File: src/rtl/mac_ctrl_pkg.sv
// Shared definitions for the MAC array load/result controller: FSM states,
// load-port mode encodings and the counter-width helper.
package mac_ctrl_pkg;

   typedef enum logic [2:0] {
      IDLE,
      RST_ADDR,
      LOAD_W,
      LOAD_D,
      WAIT_RES,
      DONE
   } state_t;

   localparam logic MODE_WEIGHT = 1'b1;
   localparam logic MODE_DATA   = 1'b0;

   // Bits needed to encode values 0..value-1 (0 when value <= 1).
   function automatic int clog2(input int value);
      int r;
      r = 0;
      for (int i = 0; i < 31; i++) begin
         if ((1 << i) < value) r = i + 1;
      end
      return r;
   endfunction

endpackage

File: src/rtl/mac_ctrl_cnt.sv
// Loadable, clearable up-counter with a terminal flag (count == term_val).
// Clear has priority over load, load over increment.
module mac_ctrl_cnt #(
   parameter int WIDTH = 4
) (
   input  logic             clk,
   input  logic             rst_n,
   input  logic             clr,
   input  logic             load,
   input  logic [WIDTH-1:0] load_val,
   input  logic             inc,
   input  logic [WIDTH-1:0] term_val,
   output logic             term
);

   logic [WIDTH-1:0] count;

   always_ff @(posedge clk or negedge rst_n) begin
      if (!rst_n) begin
         count <= '0;
      end else if (clr) begin
         count <= '0;
      end else if (load) begin
         count <= load_val;
      end else if (inc) begin
         count <= count + WIDTH'(1);
      end
   end

   assign term = (count == term_val);

endmodule

File: src/rtl/mac_ctrl.sv
// Job controller for an N x N systolic MAC array: streams weights/data into the
// array load port and forwards N results. Optional watchdog: MAC_CTRL_TIMEOUT_EN.
module mac_ctrl
   import mac_ctrl_pkg::*;
#(
   parameter int W       = 8,
   parameter int N       = 2,
   parameter int TIMEOUT = 255
) (
   input  logic         clk,
   input  logic         rst_n,
   input  logic         ena,
   input  logic         cmd_v_i,
   input  logic         cmd_load_w_i,
   output logic         cmd_ready_o,
   input  logic         in_v_i,
   output logic         in_ready_o,
   input  logic [W-1:0] in_data_i,
   output logic         mac_data_v_o,
   output logic         mac_data_mode_o,
   output logic         mac_data_rst_addr_o,
   output logic [W-1:0] mac_data_o,
   input  logic         mac_result_v_i,
   input  logic [W-1:0] mac_result_i,
   output logic         out_v_o,
   output logic [W-1:0] out_data_o,
   output logic         busy_o,
   output logic         done_o,
   output logic         err_o
);

   localparam int NN = N * N;
   localparam int BW = clog2(NN + 1);
   localparam int RW = clog2(N + 1);
   localparam logic [BW-1:0] BEAT_LAST_W = BW'(NN - 1);
   localparam logic [BW-1:0] BEAT_LAST_D = BW'(N - 1);
   localparam logic [RW-1:0] RES_LAST    = RW'(N - 1);

   state_t       state;
   logic         load_w_reg;
   logic         rst_addr_reg;
   logic         mac_v_reg;
   logic         mac_mode_reg;
   logic [W-1:0] mac_data_reg;
   logic         out_v_reg;
   logic [W-1:0] out_data_reg;
   logic         done_reg;

   logic          loading;
   logic          beat_acc;
   logic          beat_term;
   logic          last_beat;
   logic [BW-1:0] beat_term_val;
   logic          res_acc;
   logic          res_term;
   logic          last_res;

   assign loading       = (state == LOAD_W) || (state == LOAD_D);
   assign in_ready_o    = ena & loading;
   assign cmd_ready_o   = ena & (state == IDLE);
   assign beat_acc      = in_v_i & in_ready_o;
   assign last_beat     = beat_acc & beat_term;
   assign beat_term_val = (state == LOAD_W) ? BEAT_LAST_W : BEAT_LAST_D;
   assign res_acc       = ena & mac_result_v_i & (state == WAIT_RES);
   assign last_res      = res_acc & res_term;

   // Clearing whenever the FSM is outside a load state (or on its last beat)
   // gives a fresh count on every entry to LOAD_W and LOAD_D.
   mac_ctrl_cnt #(.WIDTH(BW)) u_beat_cnt (
      .clk      (clk),
      .rst_n    (rst_n),
      .clr      (ena & (~loading | last_beat)),
      .load     (1'b0),
      .load_val ('0),
      .inc      (beat_acc),
      .term_val (beat_term_val),
      .term     (beat_term)
   );

   mac_ctrl_cnt #(.WIDTH(RW)) u_res_cnt (
      .clk      (clk),
      .rst_n    (rst_n),
      .clr      (ena & ((state != WAIT_RES) | last_res)),
      .load     (1'b0),
      .load_val ('0),
      .inc      (res_acc),
      .term_val (RES_LAST),
      .term     (res_term)
   );

`ifdef MAC_CTRL_TIMEOUT_EN
   localparam int TW = clog2(TIMEOUT + 1);
   localparam logic [TW-1:0] WD_LAST = TW'(TIMEOUT - 1);

   logic wd_inc;
   logic wd_term;
   logic wd_expire;
   logic err_reg;

   // Expires after TIMEOUT consecutive result-free cycles in WAIT_RES.
   assign wd_inc    = ena & (state == WAIT_RES) & ~res_acc;
   assign wd_expire = wd_inc & wd_term;

   mac_ctrl_cnt #(.WIDTH(TW)) u_wd_cnt (
      .clk      (clk),
      .rst_n    (rst_n),
      .clr      (ena & ((state != WAIT_RES) | res_acc)),
      .load     (1'b0),
      .load_val ('0),
      .inc      (wd_inc),
      .term_val (WD_LAST),
      .term     (wd_term)
   );

   assign err_o = ena & err_reg;
`else
   assign err_o = 1'b0;
`endif

   // With ena low every register holds; a pulse captured just before the freeze
   // is masked at the outputs and presented once when ena returns.
   always_ff @(posedge clk or negedge rst_n) begin
      if (!rst_n) begin
         state        <= IDLE;
         load_w_reg   <= 1'b0;
         rst_addr_reg <= 1'b0;
         mac_v_reg    <= 1'b0;
         mac_mode_reg <= MODE_DATA;
         mac_data_reg <= '0;
         out_v_reg    <= 1'b0;
         out_data_reg <= '0;
         done_reg     <= 1'b0;
`ifdef MAC_CTRL_TIMEOUT_EN
         err_reg      <= 1'b0;
`endif
      end else if (ena) begin
         rst_addr_reg <= 1'b0;
         mac_v_reg    <= 1'b0;
         out_v_reg    <= 1'b0;
         done_reg     <= 1'b0;
`ifdef MAC_CTRL_TIMEOUT_EN
         err_reg      <= 1'b0;
`endif
         case (state)
            IDLE: begin
               if (cmd_v_i) begin
                  load_w_reg   <= cmd_load_w_i;
                  rst_addr_reg <= 1'b1;
                  state        <= RST_ADDR;
               end
            end
            RST_ADDR: begin
               state <= load_w_reg ? LOAD_W : LOAD_D;
            end
            LOAD_W: begin
               if (beat_acc) begin
                  mac_v_reg    <= 1'b1;
                  mac_mode_reg <= MODE_WEIGHT;
                  mac_data_reg <= in_data_i;
                  if (beat_term) state <= LOAD_D;
               end
            end
            LOAD_D: begin
               if (beat_acc) begin
                  mac_v_reg    <= 1'b1;
                  mac_mode_reg <= MODE_DATA;
                  mac_data_reg <= in_data_i;
                  if (beat_term) state <= WAIT_RES;
               end
            end
            WAIT_RES: begin
               if (res_acc) begin
                  out_v_reg    <= 1'b1;
                  out_data_reg <= mac_result_i;
                  if (res_term) begin
                     done_reg <= 1'b1;
                     state    <= DONE;
                  end
               end
`ifdef MAC_CTRL_TIMEOUT_EN
               else if (wd_expire) begin
                  err_reg <= 1'b1;
                  state   <= IDLE;
               end
`endif
            end
            DONE: begin
               state <= IDLE;
            end
            default: begin
               state <= IDLE;
            end
         endcase
      end
   end

   assign mac_data_v_o        = ena & mac_v_reg;
   assign mac_data_rst_addr_o = ena & rst_addr_reg;
   assign mac_data_mode_o     = mac_mode_reg;
   assign mac_data_o          = mac_data_reg;
   assign out_v_o             = ena & out_v_reg;
   assign out_data_o          = out_data_reg;
   assign busy_o              = (state != IDLE);
   assign done_o              = ena & done_reg;

endmodule
File: config.mk
export PLATFORM = sky130hd
export DESIGN_NAME = mac_ctrl
export DESIGN_NICKNAME = d
export VERILOG_FILES = /design/src/rtl/mac_ctrl_pkg.sv /design/src/rtl/mac_ctrl_cnt.sv /design/src/rtl/mac_ctrl.sv
export SDC_FILE = /design/constraint.sdc
export NUM_CORES = 1
export LEC_CHECK = 0
export CAP_MARGIN = 20
export CORE_MARGIN = 8
export CORE_UTILIZATION = 23
export CTS_CLUSTER_SIZE = 28
export DETAILED_ROUTE_END_ITERATION = 8
export DONT_BUFFER_PORTS = 1
export PLACE_DENSITY = 0.43
export SLEW_MARGIN = 30
export SYNTH_ARGS = -nofsm -noshare
export SYNTH_HDL_FRONTEND = slang
export SYNTH_HIERARCHICAL = 1
export SYNTH_SLANG_ARGS = --single-unit
File: constraint.sdc
create_clock -name clk -period 3.4 [get_ports clk]
set_clock_uncertainty 0.05 [all_clocks]
set_input_delay 0.17 -clock clk [delete_from_list [all_inputs] [get_ports clk]]
set_output_delay 0.17 -clock clk [all_outputs]
set_load 0.05 [all_outputs]
* Yosys cells after proc, flatten, opt, wreduce, memory -nomap -nowiden
Index checks and enable logic that the tools add are counted.
Storage, ports and cells: word-level logic and storage cells 81, output and inout port bits 25, input port bits 23, register bits 30
Cells by class: bitwise logic cells 16, equal/unequal tests 14, reductions and logical operators 12, add/subtract/negate cells 2, mux-type cells 26
Operators with widths (count):
- 3-bit 2-to-1 mux | 9
- 3-bit one-hot mux with 5 select lines | 1
- 2-bit inequality test, second input constant | 7
- 1-bit bitwise AND | 13
- 1-bit 2-to-1 mux | 12
- 3-bit AND reduction | 3
- 8-bit AND reduction | 1
- 3-bit by 2-bit == test with 1-bit output, second input constant | 2
- 2-bit 2-to-1 mux | 3
- 2-bit nonzero test | 3
- 4-bit AND reduction | 1
- 3-bit by 1-bit adder with 3-bit output, second input constant | 1
- 3-bit by 1-bit == test with 1-bit output, second input constant | 1
- 3-bit by 2-bit == test with 1-bit output | 1
- 3-bit == test, second input constant | 1
- 3-bit logical NOT | 1
- 3-bit inequality test, second input constant | 1
- 3-bit nonzero test | 1
- 2-bit by 1-bit adder with 2-bit output, second input constant | 1
- 2-bit by 1-bit == test with 1-bit output, second input constant | 1
- 1-bit bitwise OR | 2
- 1-bit one-hot mux with 2 select lines | 1
- 2-bit OR reduction | 1
- 1-bit logical OR | 1
- 1-bit inverter | 1

* Longest topological paths before layout
Gate-level depths: netlist of run 1.
depth after elaboration 8, mapped depth 8, depth with buffers taken out 8

* Cells and area by module
Netlist of run 1, hierarchy kept.
Modules (own cells, without submodules):
- mac_ctrl | seq. area each 625.6 µm², times used 1, cells an instance 89, area each 1098.6 µm²
- mac_ctrl_cnt at u_beat_cnt | seq. area each 75.1 µm², times used 1, cells an instance 19, area each 205.2 µm²
- mac_ctrl_cnt at u_res_cnt | seq. area each 50.0 µm², times used 1, cells an instance 13, area each 133.9 µm²

* Worst setup path after synthesis of run 1
No wires, ideal clock.
kind flip-flop to flip-flop, start point register state[0], end point register load_w_reg, library setup time 0.125 ns, path slack 1.547 ns, data arrival time 1.678 ns, path buffers 1, cell stages (with the launch flop) 6, required time 3.225 ns, period minus slack after synthesis 1.853 ns, path through dfrtp_1 -> buf_6 -> or3_4 -> nor2_4 -> nand2_2 -> mux2_4
On the way: word-level cells in the longest chain between the ends 2
RTL lines:
- start, declared | RTL line mac_ctrl.sv:39 | state_t state;
- start signal, assigned | RTL line mac_ctrl.sv:153 | state <= load_w_reg ? LOAD_W : LOAD_D;
- 3-bit logical NOT | RTL line mac_ctrl.sv:144 | case (state)
- 3-bit AND reduction (no source line)
- end signal, assigned | RTL line mac_ctrl.sv:147 | load_w_reg <= cmd_load_w_i;
- end, declared | RTL line mac_ctrl.sv:40 | logic load_w_reg;
No other way between the ends. A chain may end at the register's enable or synchronous reset.

* Final worst setup path of run 1
start point register state[2], end point register u_beat_cnt.count[1]
On the way: elaborated cells between the ends (all ways) 13, those cells by class 3 x eq/ne; 2 x mux; 6 x bitwise; 2 x reduce/logical
RTL lines:
- 3-bit by 2-bit == test with 1-bit output (*) | RTL line mac_ctrl.sv:63 | assign beat_term_val = (state == LOAD_W) ? BEAT_LAST_W : BEAT_LAST_D;
- 2-bit 2-to-1 mux (*) | RTL line mac_ctrl.sv:63
- via beat_term_val[1] | RTL line mac_ctrl.sv:53 | logic [BW-1:0] beat_term_val;
- 3-bit by 2-bit == test with 1-bit output (*) | RTL line mac_ctrl_cnt.sv:30 | assign term = (count == term_val);
- via beat_term | RTL line mac_ctrl.sv:51 | logic beat_term;
- 1-bit bitwise AND (*) | RTL line mac_ctrl.sv:62 | assign last_beat = beat_acc & beat_term;
- 1-bit bitwise OR (*) | RTL line mac_ctrl.sv:72 | .clr (ena & (~loading | last_beat)),
- 1-bit bitwise AND (*) | RTL line mac_ctrl.sv:72
- 3-bit 2-to-1 mux / 2-bit nonzero test (equally long branches)
- end signal, assigned | RTL line mac_ctrl_cnt.sv:24 | count <= load_val;
- end signal, assigned | RTL line mac_ctrl_cnt.sv:26 | count <= count + WIDTH'(1);
- end, declared | RTL line mac_ctrl_cnt.sv:16 | logic [WIDTH-1:0] count;
Mark *: on every way through the listed nets, which the timed path passes. The rest lies on a longest branch.

==> impl_metrics.json, run 1 <==
{
  "setup_viol": 0,
  "layout-drive-gt1-share_pct": 19.5,
  "routed_wl_mm": 3.52,
  "nets": 187,
  "end_kind": "flip-flop",
  "clk_latency_ps": 280,
  "synth.distinct_cells": 37,
  "crit-reg2reg-capture": "u_beat_cnt/count[1]",
  "gp_congestion": 0.750,
  "antenna_found_initial": 0,
  "drt_pass1_iterations": 4,
  "synth_top_family_by_area": "multiplexers",
  "grt_start_max_net_pins": 31,
  "grt_usage_pct": 8.34,
  "numPortBuffers": 0,
  "ys.flop_type": "dfrtp_1",
  "hold_viol": 0,
  "combPwrFrac_pct": 21.8,
  "initial_utilization_pct": 23.2,
  "netlist.area_leader.share_pct": 52.2,
  "critPathKind": "reg2reg",
  "die_x_um": 95.1,
  "synth_cells": 121,
  "swShare_pct": 45.0,
  "tns_ps": 0,
  "drc": 0,
  "wire_per_inst_um": 14.6,
  "cts_sinks": 30,
  "area_delta_synth_final_pct": 30.7,
  "startpoint": "state[2]",
  "cts_tree": "yes",
  "vias_per_cell": 4.31,
  "cts_root_buf": "clkbuf_8",
  "synth_xor_area_share_pct": 4.26,
  "postRouteAntennaNets": 0,
  "num_rows": 29,
  "power_mw": 1.34,
  "intPower_mw": 0.737,
  "design_area_um2": 1880,
  "tightest_slew_ps": 928,
  "drv_cap": 0,
  "fin_crit_sh_pct": 59.3,
  "grt_pass1_vias": 1092,
  "ys_seq_elements": 30,
  "clkPwrFrac_pct": 21.8,
  "core-area_um2": 6200,
  "yosysSeqAreaShare_pct": 52.2,
  "r2r_start": "state[2]",
  "seqPwrFrac_pct": 56.4,
  "ys_top_cells_by_count": "30 x dfrtp_1, 15 x mux2_2, 6 x inv_1, 6 x nor2_1",
  "clock.fmax_mhz": 496,
  "synth-simple-area-share_pct": 11.7,
  "synth_compound_area_share_pct": 11.7,
  "ioPinCount": 48,
  "min_delay_worst_endpoint": "state[2]",
  "reg2regPathDepth": 7,
  "gr-total-overflow": 0,
  "synth_adder_area_share_pct": 0.870,
  "syn_area_um2": 1440,
  "vdd_drop_max_mv": 0.416,
  "start_kind": "flip-flop",
  "finalCriticalPeriod_ps": 2010,
  "path_max_fanout": 9,
  "async_flop_share_pct": 100,
  "synth_top_area_cell": "dfrtp_1",
  "dpl.hpwl_mm": 2.56,
  "reg2reg_setup_slack_ps": 1390,
  "rsz0062_at_grt": "no",
  "placed_cell_area_um2": 1570,
  "diodes": 0,
  "cts.clk_slew.worst_paths_ps": 70,
  "die-area_um2": 9040,
  "cts_max_path_buffers": 2,
  "crit_arrival_ps": 2110,
  "synth_most_common_cell": "dfrtp_1",
  "drtIter0Drc": 46,
  "synth_edf_count": 0,
  "ys_top_cells_by_area": "dfrtp_1 52%, mux2_2 12%, xor2_1 3.0%",
  "p_leak_nw": 0.852,
  "relSlewSlack_pct": 37.9,
  "synth_warnings": 6,
  "die_h_um": 95.1,
  "cp.required_ps": 3500,
  "vias": 1039,
  "status": "completed",
  "hold_start": "in_v_i",
  "p_sw_mw": 0.603,
  "cts_setup_buffers": 0,
  "power_density_nw_per_um2": 713,
  "htreeDepth": 2,
  "numCtsBuffers": 5,
  "grt_pass1_wl_mm": 5.73,
  "hold_class": "in2reg",
  "synth_mux_area_share_pct": 14.3,
  "avgSynthCellArea_um2": 11.9,
  "cts_resized": 0,
  "final_max_slew_viol_count": 0,
  "hold-path-cell-count": 2
}
==> routing by layer <==
layer	vias up	share of wire [%]	track usage (%)
li1	494	-	-
met1	507	41	9.43
met2	32	49	13.2
met3	6	7.9	3.31
met4	0	2.0	4.68
met5	-	0	0
==> power by group through the flow <==
stage	combinational, mW	clock, mW	sequential (mW)
after floorplan	0.249	0	0.725
after global placement	0.252	0	0.763
after detailed placement	0.263	0	0.763
after CTS	0.293	0.304	0.760
after global routing	0.324	0.322	0.775
final	0.292	0.293	0.756
==> placed cells by master (no fill, tap or decap), types with 2 or more instances in the layout <==
cell	n
a2111oi_2	2
clkbuf_8	5
dfrtp_1	30
a21o_1	2
nand3_1	2
and4b_1	2
xnor2_1	2
a31oi_1	2
dlygate4sd3_1	20
conb_1	21
and2_1	3
o21ai_0	4
nor2_1	6
nor3_1	2
a211oi_1	5
xor2_1	5
nand2_1	3
a21oi_1	5
inv_1	6
nor2b_1	3
mux2_2	15
==> timing repair <==
| item | 4_1_cts | 5_1_grt |
|---|---|---|
| setup endpoints to repair | 0 | 0 |
| endpoints found under the hold margin | 50 | 0 |
| hold buffers | 21 | 0 |
==> worst max-delay path, stage by stage, from the launching register on <==
cell	delay [ps]
dfrtp_1	470
nand2b_1	210
nor2_1	70
xor2_1	160
nor3_1	370
nand2_1	100
a21oi_1	360
a211oi_1	90
==> cell type report <==
type                       count  area [um^2]
fill                         638         4330
tap                           77         96.3
clock buffer                   5         68.8
inverter                       7         26.3
sequential                    30          751
clock inverter                 3         21.3
timing repair buffer          21          220
multi-input combinational     98          696
==> kinds of logic after synthesis <==
family / Yosys count
AO/OA/AOI/OAI: 23
XOR/XNOR: 7
adder cells (fa/ha/maj): 1
buffers and inverters: 12
flip-flops: 30
multiplexers: 18
other: 2
AND/OR/NAND/NOR: 28
==> how the worst max path moves through the flow <==
stage	to	slack (ps)	cells after the start
finish	u_beat_cnt/count[1]	1390	7
global route	state[0]	1180	8
CTS	u_beat_cnt/count[2]	1330	5
detailed placement	u_beat_cnt/count[2]	1330	5
global placement	u_beat_cnt/count[2]	1460	5
floorplan	load_w_reg	1550	5
==> stage by stage <==
step	hold slack [ps]	setup WS [ps]	cells	util, %
floorplan	-176	1550	140	-
detailed placement	-175	1330	212	25.3
global placement	-175	1460	212	25.3
finish	13.0	1390	241	30.3
global route	3.75	1180	241	30.3
CTS	3.03	1330	241	30.3
Note: power is estimated with default switching activity, not from simulation.
==> run 2, diff against run 1 <==
--- a/config.mk
+++ b/config.mk
@@ -5,6 +5,7 @@
 export SDC_FILE = /design/constraint.sdc
 export NUM_CORES = 1
 export LEC_CHECK = 0
+export ABC_AREA = 1
 export CAP_MARGIN = 20
 export CORE_MARGIN = 8
 export CORE_UTILIZATION = 23
==> constraint.sdc (replaced) <==
create_clock -name clk -period 2.1 [get_ports clk]
set_clock_uncertainty 0.05 [all_clocks]
set_input_delay 0.105 -clock clk [delete_from_list [all_inputs] [get_ports clk]]
set_output_delay 0.105 -clock clk [all_outputs]
set_load 0.05 [all_outputs]
==> impl_metrics.json, run 2 <==
{
  "synth.distinct_cells": 27,
  "htreeDepth": 2,
  "routed_wl_mm": 3.98,
  "path_max_fanout": 5,
  "die-area_um2": 9770,
  "ioPinCount": 48,
  "r2r_start": "state[2]",
  "num_rows": 30,
  "synth_edf_count": 0,
  "grt_pass1_wl_mm": 6.83,
  "drv_cap": 0,
  "n_fill_cell": 699,
  "yosysSeqAreaShare_pct": 47.5,
  "die_h_um": 98.9,
  "grt_usage_pct": 8.64,
  "ys.flop_type": "dfrtp_1",
  "gr-total-overflow": 0,
  "grt_pass1_vias": 1391,
  "die_x_um": 98.9,
  "hold_viol": 0,
  "tightest_slew_ps": 506,
  "numPortBuffers": 0,
  "final_common_cell": "nand2_1",
  "netlist.area_leader.share_pct": 47.5,
  "layout-drive-gt1-share_pct": 13.0,
  "ys_seq_elements": 30,
  "cts_sinks": 30,
  "ys_top_cells_by_area": "dfrtp_1 48%, nand2_1 20%, inv_1 4.3%",
  "grt_start_max_net_pins": 31,
  "cts_max_path_buffers": 2,
  "antenna_found_initial": 0,
  "hold_start": "mac_result_v_i",
  "drtIter0Drc": 44,
  "gp_congestion": 0.787,
  "tns_ps": 0,
  "timing.hold.ws_ps": 16.4,
  "core-area_um2": 6720,
  "ys_top_cells_by_count": "85 x nand2_1, 30 x dfrtp_1, 18 x inv_1, 11 x nand3_1, 9 x nor2_1",
  "worst_slack_ps": 196,
  "async_flop_share_pct": 100,
  "final_cells": 327,
  "rsz0062_at_grt": "no",
  "avgSynthCellArea_um2": 7.93,
  "hold-path-cell-count": 2,
  "layout.area.seq_um2": 751,
  "placed_cell_area_um2": 1740,
  "clock.fmax_mhz": 525,
  "synth_warnings": 6,
  "drt_pass1_iterations": 4,
  "start_kind": "flip-flop",
  "postRouteAntennaNets": 0,
  "clk_latency_ps": 280,
  "synth_top_area_cell": "dfrtp_1",
  "initial_utilization_pct": 23.5,
  "fin_crit_sh_pct": 90.7,
  "vdd_drop_max_mv": 0.596,
  "final_cell_mix": "85 x nand2_1, 30 x dfrtp_1, 22 x dlygate4sd3_1, 19 x conb_1, 18 x inv_1",
  "syn_area_um2": 1580,
  "design_area_um2": 2070,
  "vias_per_cell": 3.93,
  "diodes": 0,
  "p_leak_nw": 1.10,
  "final_max_slew_viol_count": 0,
  "area_delta_synth_final_pct": 31.3,
  "relSlewSlack_pct": 66.3,
  "synth_most_common_cell": "nand2_1",
  "multi_input_area_um2": 777,
  "cts_tree": "yes",
  "status": "completed",
  "crit_arrival_ps": 2020,
  "hold_class": "in2reg",
  "synth_cells": 199,
  "cp.required_ps": 2220,
  "setup_viol": 0,
  "reg2regPathDepth": 13,
  "dpl.hpwl_mm": 2.79,
  "nets": 270,
  "critPathKind": "reg2reg",
  "dp_worst_setup_slack_ps": 165,
  "cts_root_buf": "clkbuf_8",
  "startpoint": "state[2]",
  "power_density_nw_per_um2": 1420,
  "place_inst": 296,
  "cts.clk_slew.worst_paths_ps": 70,
  "end_kind": "flip-flop",
  "wire_per_inst_um": 12.2,
  "cts_setup_buffers": 0,
  "vias": 1286,
  "numCtsBuffers": 5,
  "finalCriticalPeriod_ps": 1900,
  "drc": 0
}
==> run 2: cell types whose count changed after synthesis, sizes merged, moves of 5 or more <==
cell,previous run,this run
nand2,4,89
mux2,17,0
inv,7,23
a211oi,5,0
nor2,7,13
nand3,2,11
==> run 2: cell families after synthesis <==
| kind of cell | synth area share [%] |
|---|---|
| adders and majority gates | 0.792 |
| DFF | 47.5 |
| AOI/OAI and AO/OA | 7.61 |
| buffers and inverters | 7.45 |
| and+or+nand+nor | 33.4 |
| xor gates and xnor gates | 2.77 |
| other | 0.476 |
==> run 2: worst paths after layout <==
kind                                        to  slack, ps
min in group asynchronous        out_data_o[7]        220
max                        u_beat_cnt/count[1]        200
max reg2reg                u_beat_cnt/count[1]        200
min                                  out_v_reg         20
max in group asynchronous        mac_data_o[2]       1590
min reg2reg                       rst_addr_reg        430
==> run 2: layout make-up <==
cell class | count | area share (%)
Clock buffer | 7 | 4.16
Tap cell | 80 | 4.83
Inverter | 24 | 4.41
Sequential cell | 30 | 36.2
Timing Repair Buffer | 26 | 12.7
Multi-Input combinational cell | 159 | 37.5
Clock inverter | 1 | 0.241
==> run 2: repair_timing <==
action / CTS / global route
endpoints found under the setup margin: 0 / 3
hold buffers: 23 / 0
gates resized for setup: 0 / 1
endpoints found under the hold margin: 49 / 0
==> run 2: critical path: stages, from the launching register on <==
cell	delay [ps]
dfrtp_1	450
inv_2	150
nand2_4	90
nor2_1	130
xnor2_1	130
nand2_1	60
nor2_1	170
a31oi_4	130
nor2_2	130
inv_1	60
o21ai_2	60
inv_1	80
nand2_1	60
nand2_1	50
==> run 2: power by group <==
part           total (mW)  switching (mW)  internal (mW)  leakage (nW)
clock network       0.484           0.220          0.264        0.0482
registers            1.54           0.745          0.795         0.383
logic               0.921           0.574          0.347         0.667
total                2.94            1.54           1.41          1.10
==> run 2: through the flow <==
stage               utilization [%]  total power, mW
finish                         30.9             2.94
global route                   30.9             3.14
CTS                            30.8             2.97
detailed placement             25.9             2.41
global placement               25.9             2.41
floorplan                         -             2.21
==> run 2: layer usage <==
metal / wire, um / GRT usage (%)
met2: 1570 / 12.0
met1: 1930 / 11.5
met3: 461 / 4.30
met4: 20 / 2.13
met5: 0 / 0
